==> config.mk <==
export PLATFORM = sky130hd
export DESIGN_NAME = mem_writeback_unit_flat
export DESIGN_NICKNAME = d
export VERILOG_FILES = /design/src/rtl/mem_writeback_unit_if.sv /design/src/rtl/mem_writeback_unit.sv /design/src/flat_wrapper.sv
export SDC_FILE = /design/constraint.sdc
export NUM_CORES = 1
export LEC_CHECK = 0
export CAP_MARGIN = 10
export CORE_AREA = 5 5 107 185
export CTS_BUF_LIST = sky130_fd_sc_hd__clkbuf_16
export CTS_CLUSTER_DIAMETER = 30
export DETAILED_ROUTE_END_ITERATION = 8
export DIE_AREA = 0 0 112 190
export PLACE_DENSITY = 0.75
export REMOVE_ABC_BUFFERS = 1
export SYNTH_ARGS = -nofsm -noshare
export SYNTH_HDL_FRONTEND = slang
export SYNTH_SLANG_ARGS = --single-unit
==> constraint.sdc <==
create_clock -name clock -period 3 [get_ports clock]
set_input_delay 0.45 -clock clock [delete_from_list [all_inputs] [get_ports clock]]
set_output_delay 0.45 -clock clock [all_outputs]
set_load 0.03 [all_outputs]
==> src/rtl/mem_writeback_unit_if.sv <==
// Data-memory bus between the MW stage (master) and the data memory (slave).
// Carries the request handshake, store payload and load response.
interface mem_writeback_unit_if;
  logic        memReqValid;
  logic        memReqReady;
  logic [31:0] memAddr;
  logic        memWrite;
  logic [31:0] memWdata;
  logic [3:0]  memByteEnable;
  logic        memRespValid;
  logic [31:0] memRespData;

  modport master (
    output memReqValid, memAddr, memWrite, memWdata, memByteEnable,
    input  memReqReady, memRespValid, memRespData
  );

  modport slave (
    input  memReqValid, memAddr, memWrite, memWdata, memByteEnable,
    output memReqReady, memRespValid, memRespData
  );
endinterface

==> src/rtl/mem_writeback_unit.sv <==
// Memory/writeback stage of the 3-stage core: accepts executed instructions,
// runs load/store handshakes on the data bus, aligns load data and drives the
// register file write port (registered on posedge, sampled by the file on negedge).
module mem_writeback_unit #(
  parameter int RESP_TIMEOUT = 16
) (
  input  logic                clock,
  input  logic                reset,
  input  logic                validE,
  input  logic                regWriteE,
  input  logic [4:0]          writeAddressE,
  input  logic [31:0]         aluResultE,
  input  logic                memReadE,
  input  logic                memWriteE,
  input  logic [2:0]          funct3E,
  input  logic [31:0]         storeDataE,
  output logic                stallE,
  mem_writeback_unit_if.master mem,
  output logic                writeEnableMW,
  output logic [4:0]          writeAddressMW,
  output logic [31:0]         writeData,
  output logic                accessFaultMW
);

  typedef enum logic [1:0] {S_IDLE, S_REQ, S_RESP} state_t;

  state_t      r_state, w_state_next;
  logic [4:0]  r_rd, w_rd_next;
  logic [2:0]  r_funct3, w_funct3_next;
  logic [1:0]  r_addr_lo, w_addr_lo_next;
  logic [31:0] r_tcnt, w_tcnt_next;
  logic        r_req_valid, w_req_valid_next;
  logic [31:0] r_mem_addr, w_mem_addr_next;
  logic        r_mem_write, w_mem_write_next;
  logic [31:0] r_mem_wdata, w_mem_wdata_next;
  logic [3:0]  r_mem_be, w_mem_be_next;
  logic        r_we, w_we_next;
  logic [4:0]  r_waddr, w_waddr_next;
  logic [31:0] r_wdata, w_wdata_next;
  logic        r_fault, w_fault_next;

  logic        w_mem_fault;
  logic [3:0]  w_st_be;
  logic [31:0] w_st_data;
  logic [7:0]  w_ld_byte;
  logic [15:0] w_ld_half;
  logic [31:0] w_ld_value;
  logic [31:0] w_tcnt_inc;
  logic        w_timeout_hit;

  // Decode illegal memory accesses: reserved size codes, misalignment, load+store.
  always_comb begin
    w_mem_fault = (funct3E == 3'b011) || (funct3E[2:1] == 2'b11) ||
                  (memReadE && memWriteE) ||
                  ((funct3E[1:0] == 2'b01) && aluResultE[0]) ||
                  ((funct3E[1:0] == 2'b10) && (aluResultE[1:0] != 2'b00));
  end

  // Store lane steering: byte enables shifted to the target lane, data replicated across lanes.
  always_comb begin
    case (funct3E[1:0])
      2'b00: begin
        w_st_be   = 4'b0001 << aluResultE[1:0];
        w_st_data = {4{storeDataE[7:0]}};
      end
      2'b01: begin
        w_st_be   = 4'b0011 << aluResultE[1:0];
        w_st_data = {2{storeDataE[15:0]}};
      end
      default: begin
        w_st_be   = 4'b1111;
        w_st_data = storeDataE;
      end
    endcase
  end

  // Load alignment: pick the addressed byte/halfword and sign- or zero-extend it.
  always_comb begin
    case (r_addr_lo)
      2'd0:    w_ld_byte = mem.memRespData[7:0];
      2'd1:    w_ld_byte = mem.memRespData[15:8];
      2'd2:    w_ld_byte = mem.memRespData[23:16];
      default: w_ld_byte = mem.memRespData[31:24];
    endcase
    w_ld_half = r_addr_lo[1] ? mem.memRespData[31:16] : mem.memRespData[15:0];
    case (r_funct3)
      3'b000:  w_ld_value = {{24{w_ld_byte[7]}}, w_ld_byte};
      3'b100:  w_ld_value = {24'd0, w_ld_byte};
      3'b001:  w_ld_value = {{16{w_ld_half[15]}}, w_ld_half};
      3'b101:  w_ld_value = {16'd0, w_ld_half};
      default: w_ld_value = mem.memRespData;
    endcase
  end

  assign w_tcnt_inc    = r_tcnt + 32'd1;
  assign w_timeout_hit = (RESP_TIMEOUT != 0) && (w_tcnt_inc == 32'(RESP_TIMEOUT));

  // Next-state and next-output logic; pulse outputs default low every cycle.
  always_comb begin
    w_state_next     = r_state;
    w_rd_next        = r_rd;
    w_funct3_next    = r_funct3;
    w_addr_lo_next   = r_addr_lo;
    w_tcnt_next      = r_tcnt;
    w_req_valid_next = r_req_valid;
    w_mem_addr_next  = r_mem_addr;
    w_mem_write_next = r_mem_write;
    w_mem_wdata_next = r_mem_wdata;
    w_mem_be_next    = r_mem_be;
    w_we_next        = 1'b0;
    w_waddr_next     = r_waddr;
    w_wdata_next     = r_wdata;
    w_fault_next     = 1'b0;
    case (r_state)
      S_IDLE: begin
        if (validE) begin
          if (!memReadE && !memWriteE) begin
            w_we_next    = regWriteE && (writeAddressE != 5'd0);
            w_waddr_next = writeAddressE;
            w_wdata_next = aluResultE;
          end else if (w_mem_fault) begin
            w_fault_next = 1'b1;
          end else begin
            w_rd_next        = writeAddressE;
            w_funct3_next    = funct3E;
            w_addr_lo_next   = aluResultE[1:0];
            w_req_valid_next = 1'b1;
            w_mem_addr_next  = {aluResultE[31:2], 2'b00};
            w_mem_write_next = memWriteE;
            w_mem_wdata_next = memWriteE ? w_st_data : 32'd0;
            w_mem_be_next    = memWriteE ? w_st_be : 4'b0000;
            w_state_next     = S_REQ;
          end
        end
      end
      S_REQ: begin
        if (mem.memReqReady) begin
          w_req_valid_next = 1'b0;
          w_mem_addr_next  = 32'd0;
          w_mem_write_next = 1'b0;
          w_mem_wdata_next = 32'd0;
          w_mem_be_next    = 4'b0000;
          w_tcnt_next      = 32'd0;
          w_state_next     = r_mem_write ? S_IDLE : S_RESP;
        end
      end
      S_RESP: begin
        if (mem.memRespValid) begin
          w_we_next    = (r_rd != 5'd0);
          w_waddr_next = r_rd;
          w_wdata_next = w_ld_value;
          w_tcnt_next  = 32'd0;
          w_state_next = S_IDLE;
        end else if (w_timeout_hit) begin
          w_fault_next = 1'b1;
          w_tcnt_next  = 32'd0;
          w_state_next = S_IDLE;
        end else begin
          w_tcnt_next = w_tcnt_inc;
        end
      end
      default: w_state_next = S_IDLE;
    endcase
  end

  // State and output registers; reset abandons any in-flight access.
  always_ff @(posedge clock) begin
    if (reset) begin
      r_state     <= S_IDLE;
      r_rd        <= 5'd0;
      r_funct3    <= 3'd0;
      r_addr_lo   <= 2'd0;
      r_tcnt      <= 32'd0;
      r_req_valid <= 1'b0;
      r_mem_addr  <= 32'd0;
      r_mem_write <= 1'b0;
      r_mem_wdata <= 32'd0;
      r_mem_be    <= 4'b0000;
      r_we        <= 1'b0;
      r_waddr     <= 5'd0;
      r_wdata     <= 32'd0;
      r_fault     <= 1'b0;
    end else begin
      r_state     <= w_state_next;
      r_rd        <= w_rd_next;
      r_funct3    <= w_funct3_next;
      r_addr_lo   <= w_addr_lo_next;
      r_tcnt      <= w_tcnt_next;
      r_req_valid <= w_req_valid_next;
      r_mem_addr  <= w_mem_addr_next;
      r_mem_write <= w_mem_write_next;
      r_mem_wdata <= w_mem_wdata_next;
      r_mem_be    <= w_mem_be_next;
      r_we        <= w_we_next;
      r_waddr     <= w_waddr_next;
      r_wdata     <= w_wdata_next;
      r_fault     <= w_fault_next;
    end
  end

  assign stallE            = (r_state != S_IDLE);
  assign mem.memReqValid   = r_req_valid;
  assign mem.memAddr       = r_mem_addr;
  assign mem.memWrite      = r_mem_write;
  assign mem.memWdata      = r_mem_wdata;
  assign mem.memByteEnable = r_mem_be;
  assign writeEnableMW     = r_we;
  assign writeAddressMW    = r_waddr;
  assign writeData         = r_wdata;
  assign accessFaultMW     = r_fault;

endmodule
==> src/flat_wrapper.sv <==
// flat-port wrapper written by rule: the top's interface ports become plain ports
module mem_writeback_unit_flat 
#(
  parameter int RESP_TIMEOUT = 16
)
  (clock, reset, validE, regWriteE, writeAddressE, aluResultE, memReadE, memWriteE, funct3E, storeDataE, stallE, writeEnableMW, writeAddressMW, writeData, accessFaultMW, mem_memReqValid, mem_memAddr, mem_memWrite, mem_memWdata, mem_memByteEnable, mem_memReqReady, mem_memRespValid, mem_memRespData);
  mem_writeback_unit_if mem_i ();
  input  logic clock;
  input  logic reset;
  input  logic validE;
  input  logic regWriteE;
  input  logic [4:0] writeAddressE;
  input  logic [31:0] aluResultE;
  input  logic memReadE;
  input  logic memWriteE;
  input  logic [2:0] funct3E;
  input  logic [31:0] storeDataE;
  output logic stallE;
  output logic writeEnableMW;
  output logic [4:0] writeAddressMW;
  output logic [31:0] writeData;
  output logic accessFaultMW;
  output wire logic [$bits(mem_i.memReqValid)-1:0] mem_memReqValid;
  output wire logic [$bits(mem_i.memAddr)-1:0] mem_memAddr;
  output wire logic [$bits(mem_i.memWrite)-1:0] mem_memWrite;
  output wire logic [$bits(mem_i.memWdata)-1:0] mem_memWdata;
  output wire logic [$bits(mem_i.memByteEnable)-1:0] mem_memByteEnable;
  input wire logic [$bits(mem_i.memReqReady)-1:0] mem_memReqReady;
  input wire logic [$bits(mem_i.memRespValid)-1:0] mem_memRespValid;
  input wire logic [$bits(mem_i.memRespData)-1:0] mem_memRespData;
  assign mem_memReqValid = mem_i.memReqValid;
  assign mem_memAddr = mem_i.memAddr;
  assign mem_memWrite = mem_i.memWrite;
  assign mem_memWdata = mem_i.memWdata;
  assign mem_memByteEnable = mem_i.memByteEnable;
  assign mem_i.memReqReady = mem_memReqReady;
  assign mem_i.memRespValid = mem_memRespValid;
  assign mem_i.memRespData = mem_memRespData;
  mem_writeback_unit #(.RESP_TIMEOUT(RESP_TIMEOUT)) u_core (.clock(clock), .reset(reset), .validE(validE), .regWriteE(regWriteE), .writeAddressE(writeAddressE), .aluResultE(aluResultE), .memReadE(memReadE), .memWriteE(memWriteE), .funct3E(funct3E), .storeDataE(storeDataE), .stallE(stallE), .mem(mem_i), .writeEnableMW(writeEnableMW), .writeAddressMW(writeAddressMW), .writeData(writeData), .accessFaultMW(accessFaultMW));
endmodule
==> flow_summary.toml <==
[yosys]
ys.flop_type = "dfxtp_1"
synth.avg_cell_area_um2 = 7.913
syn_area_mm2 = 0.007652
yosysWarnings = 0
synthDistinctLibCells = 74
ys_ff_latch = 151
yosys.area.top_type = "dfxtp_1"
synthesis.instances = 967
synthArstFlopShare = 0
synth_area_leaders = "dfxtp_1 40%, nor2_1 7.8%, a21oi_1 5.1%, mux2i_1 5.1%, nand2_1 5.0%"
synth_enable_flop_cells = 0
netlist.area_leader.share = 0.3950
ys_seq_area_frac = 0.3950

[critical_path]
startpoint_type = "flip-flop"
path_max_fanout = 5
r2r_start = "u_core.r_tcnt[0]$_SDFFE_PP0P_"
path_class = "reg -> reg"
rrSetupSlack_ns = -0.24
end_kind = "flip-flop"
worstReg2RegEnd = "u_core.r_tcnt[15]$_SDFFE_PP0P_"
cp.required_ns = 3.32
crit_arrival_ns = 3.56
reg2reg_depth = 10

[grt]
grt_pass1_wl_mm = 44.75
antenna_found_initial = 0
grt-busiest-layer = "met2"
use_met1 = 0.2603
grt_max_degree = 61
grt_use_met2 = 0.4908
grt_remaining_overflow = 0
grtUsageMet3 = 0.07575
track_usage = 0.2655
grt_pass1_vias = 8462

[clock_network]
root_buffer = "clkbuf_16"
cts_buffers = 17
htreeDepth = 4
ctsHoldBuffers = 0
cts_num_sinks = 151
ctsLongestPathBuffers = 2
clkTransAtPathRegs_ns = 0.06
worst_skew_pair.late_latency_ns = 0.44
cts_tree = "yes"

[final_layout]
areaGrowthSynthToFinish_pct = 51.26
final_common_cell = "clkdlybuf4s50_1"
diodes = 0
fin_nets = 1348
drive_gt1_frac = 0.1572
final_cells = 1485
final_cell_mix = "218 x clkdlybuf4s50_1, 158 x nor2_1, 146 x dfxtp_1"

[sta]
post-route-period-util = 1.079
min_period_ns = 3.236
hold_ws_ns = 0.3200
slew_violations = 0
slew_headroom = 0.2238
timing.fmax_mhz = 309.0
skew_ns = 0.01083
finalSetupViolations = 27
worstMarginPinSlew_ns = 1.164
rsz0062_at_grt = "true"
hold_violations = 0
fin_ws_ns = -0.2363

[floorplan]
die_w_um = 112
dieArea_mm2 = 0.02128
core-area_mm2 = 0.01825
die_h_um = 190
io_pins = 222
start_util = 0.4193
rows = 66

[worst_hold_path]
hold_path_depth = 2
hold_start = "reset"
min_path_type = "in -> reg"
min_to = "u_core.writeData[30]$_SDFFE_PP0P_"

[status]
outcome = "finished, violations left"
violations = "negative setup slack"

[placed_design]
numPortBuffers = 219
dp.cells = 1447
hpwl_mm = 21.59
gp_congestion = 1.012

[route]
first_pass_iters = 7
vias_per_cell = 5.697
vias = 8460
ant_nets = 0
wirelength_mm = 29.33
wl_per_cell_um = 19.75
drt_iter0_markers = 415
drcViolationCount = 0

[power_and_ir_drop]
p_per_area_mw_per_mm2 = 460.3
leakage_nw = 4.314
ir_drop_v = 0.0005066
power_w = 0.005328

[run]
cap_viol_max_count = 0
-- worst max-delay path by stage --
stage | start | endpoint | depth (start not counted)
6_report | u_core.r_tcnt[0]$_SDFFE_PP0P_ | u_core.r_tcnt[15]$_SDFFE_PP0P_ | 10
5_1_grt | u_core.r_tcnt[0]$_SDFFE_PP0P_ | u_core.r_tcnt[15]$_SDFFE_PP0P_ | 10
4_1_cts | u_core.r_tcnt[1]$_SDFFE_PP0P_ | u_core.r_tcnt[15]$_SDFFE_PP0P_ | 9
3_5_place_dp | u_core.r_tcnt[0]$_SDFFE_PP0P_ | u_core.r_tcnt[19]$_SDFFE_PP0P_ | 10
3_3_place_gp | u_core.r_tcnt[0]$_SDFFE_PP0P_ | u_core.r_tcnt[19]$_SDFFE_PP0P_ | 10
2_1_floorplan | u_core.r_tcnt[0]$_SDFFE_PP0P_ | u_core.r_tcnt[15]$_SDFFE_PP0P_ | 9
-- power by group --
group | leakage (nW) | internal [W] | switching (W)
Combinational | 2.77 | 0.000359 | 0.000430
Clock | 0.316 | 0.00155 | 0.000890
Sequential | 1.23 | 0.00206 | 0.0000373
Total | 4.31 | 0.00397 | 0.00136
-- layer usage --
metal | wire, um | up-vias
li1 | - | 4025
met1 | 10210 | 3993
met2 | 15440 | 325
met3 | 1911 | 117
met4 | 1771 | 0
met5 | 0 | -
-- registers in the layout, summed over array words and instances (netlist names) --
signal                    flops
u_core.r_state                2
u_core.mem.memWrite           1
u_core.mem.memReqValid        1
u_core.writeEnableMW          1
u_core.mem.memWdata          32
u_core.mem.memAddr           30
u_core.r_addr_lo              2
u_core.r_tcnt                32
u_core.r_rd                   5
u_core.writeData             32
u_core.accessFaultMW          1
u_core.mem.memByteEnable      4
u_core.writeAddressMW         5
u_core.r_funct3               3
-- per-stage QoR --
stage / setup TNS, ns / worst slack, ns / util / instance area (um2)
floorplan: -42.25 / -0.8974 / - / 7293
global placement: -4.754 / -0.2957 / 0.5844 / 10670
detailed placement: -7.836 / -0.3985 / 0.5844 / 10670
CTS: -3.289 / -0.1870 / 0.6251 / 11410
global route: -5.019 / -0.3050 / 0.6342 / 11570
finish: -3.146 / -0.2363 / 0.6342 / 11570
-- critical path: stages, from the launching register on --
cell      delay, ns
dfxtp_4        0.37
nand4_4        0.11
or4_4          0.54
or3_4          0.35
a221o_1        0.33
or4_4          0.55
o211ai_4       0.22
buf_12         0.15
buf_6          0.10
and2b_1        0.16
mux2_2         0.25
-- cell usage after synthesis (8+ instances only) --
cell type / instances
a211oi_1: 23
a21o_1: 10
a21oi_1: 78
a22oi_1: 43
a311oi_1: 12
clkbuf_1: 74
dfxtp_1: 151
mux2_2: 8
mux2i_1: 39
nand2_1: 101
nand2b_1: 8
nand3_1: 15
nand4_1: 14
nor2_1: 160
nor3_1: 13
nor4_1: 20
o211ai_1: 12
o21ai_0: 41
or3_1: 14
-- final cells by class --
| type | instances | area (um2) |
|---|---|---|
| Fill cell | 1528 | 6675 |
| Timing Repair Buffer | 336 | 3177 |
| Multi-Input combinational cell | 721 | 4379 |
| Inverter | 8 | 30.03 |
| Tap cell | 238 | 297.8 |
| Sequential cell | 151 | 3034 |
| Clock inverter | 14 | 231.5 |
| Clock buffer | 17 | 425.4 |
-- repair_timing --
item	4_1_cts	5_1_grt
cloned	1	2
pin swaps	2	18
endpoints found under the hold margin	0	0
setup endpoints to repair	30	30
resized for setup	16	39
buffers inserted	2	3
-- kinds of logic (layout without fill, tap and decap cells) --
group           count (synthesis)  in the layout  synth area share
other cells                     1              2         0.0004900
mux                            48             48           0.06573
compound gates                268            268            0.2323
buf+inv                        96            375           0.05134
flops                         151            151            0.3950
fa+ha+maj                       2              2          0.002943
xor+xnor                       13             13           0.01488
simple gates                  388            388            0.2372
(Power assumes the default switching activity.)
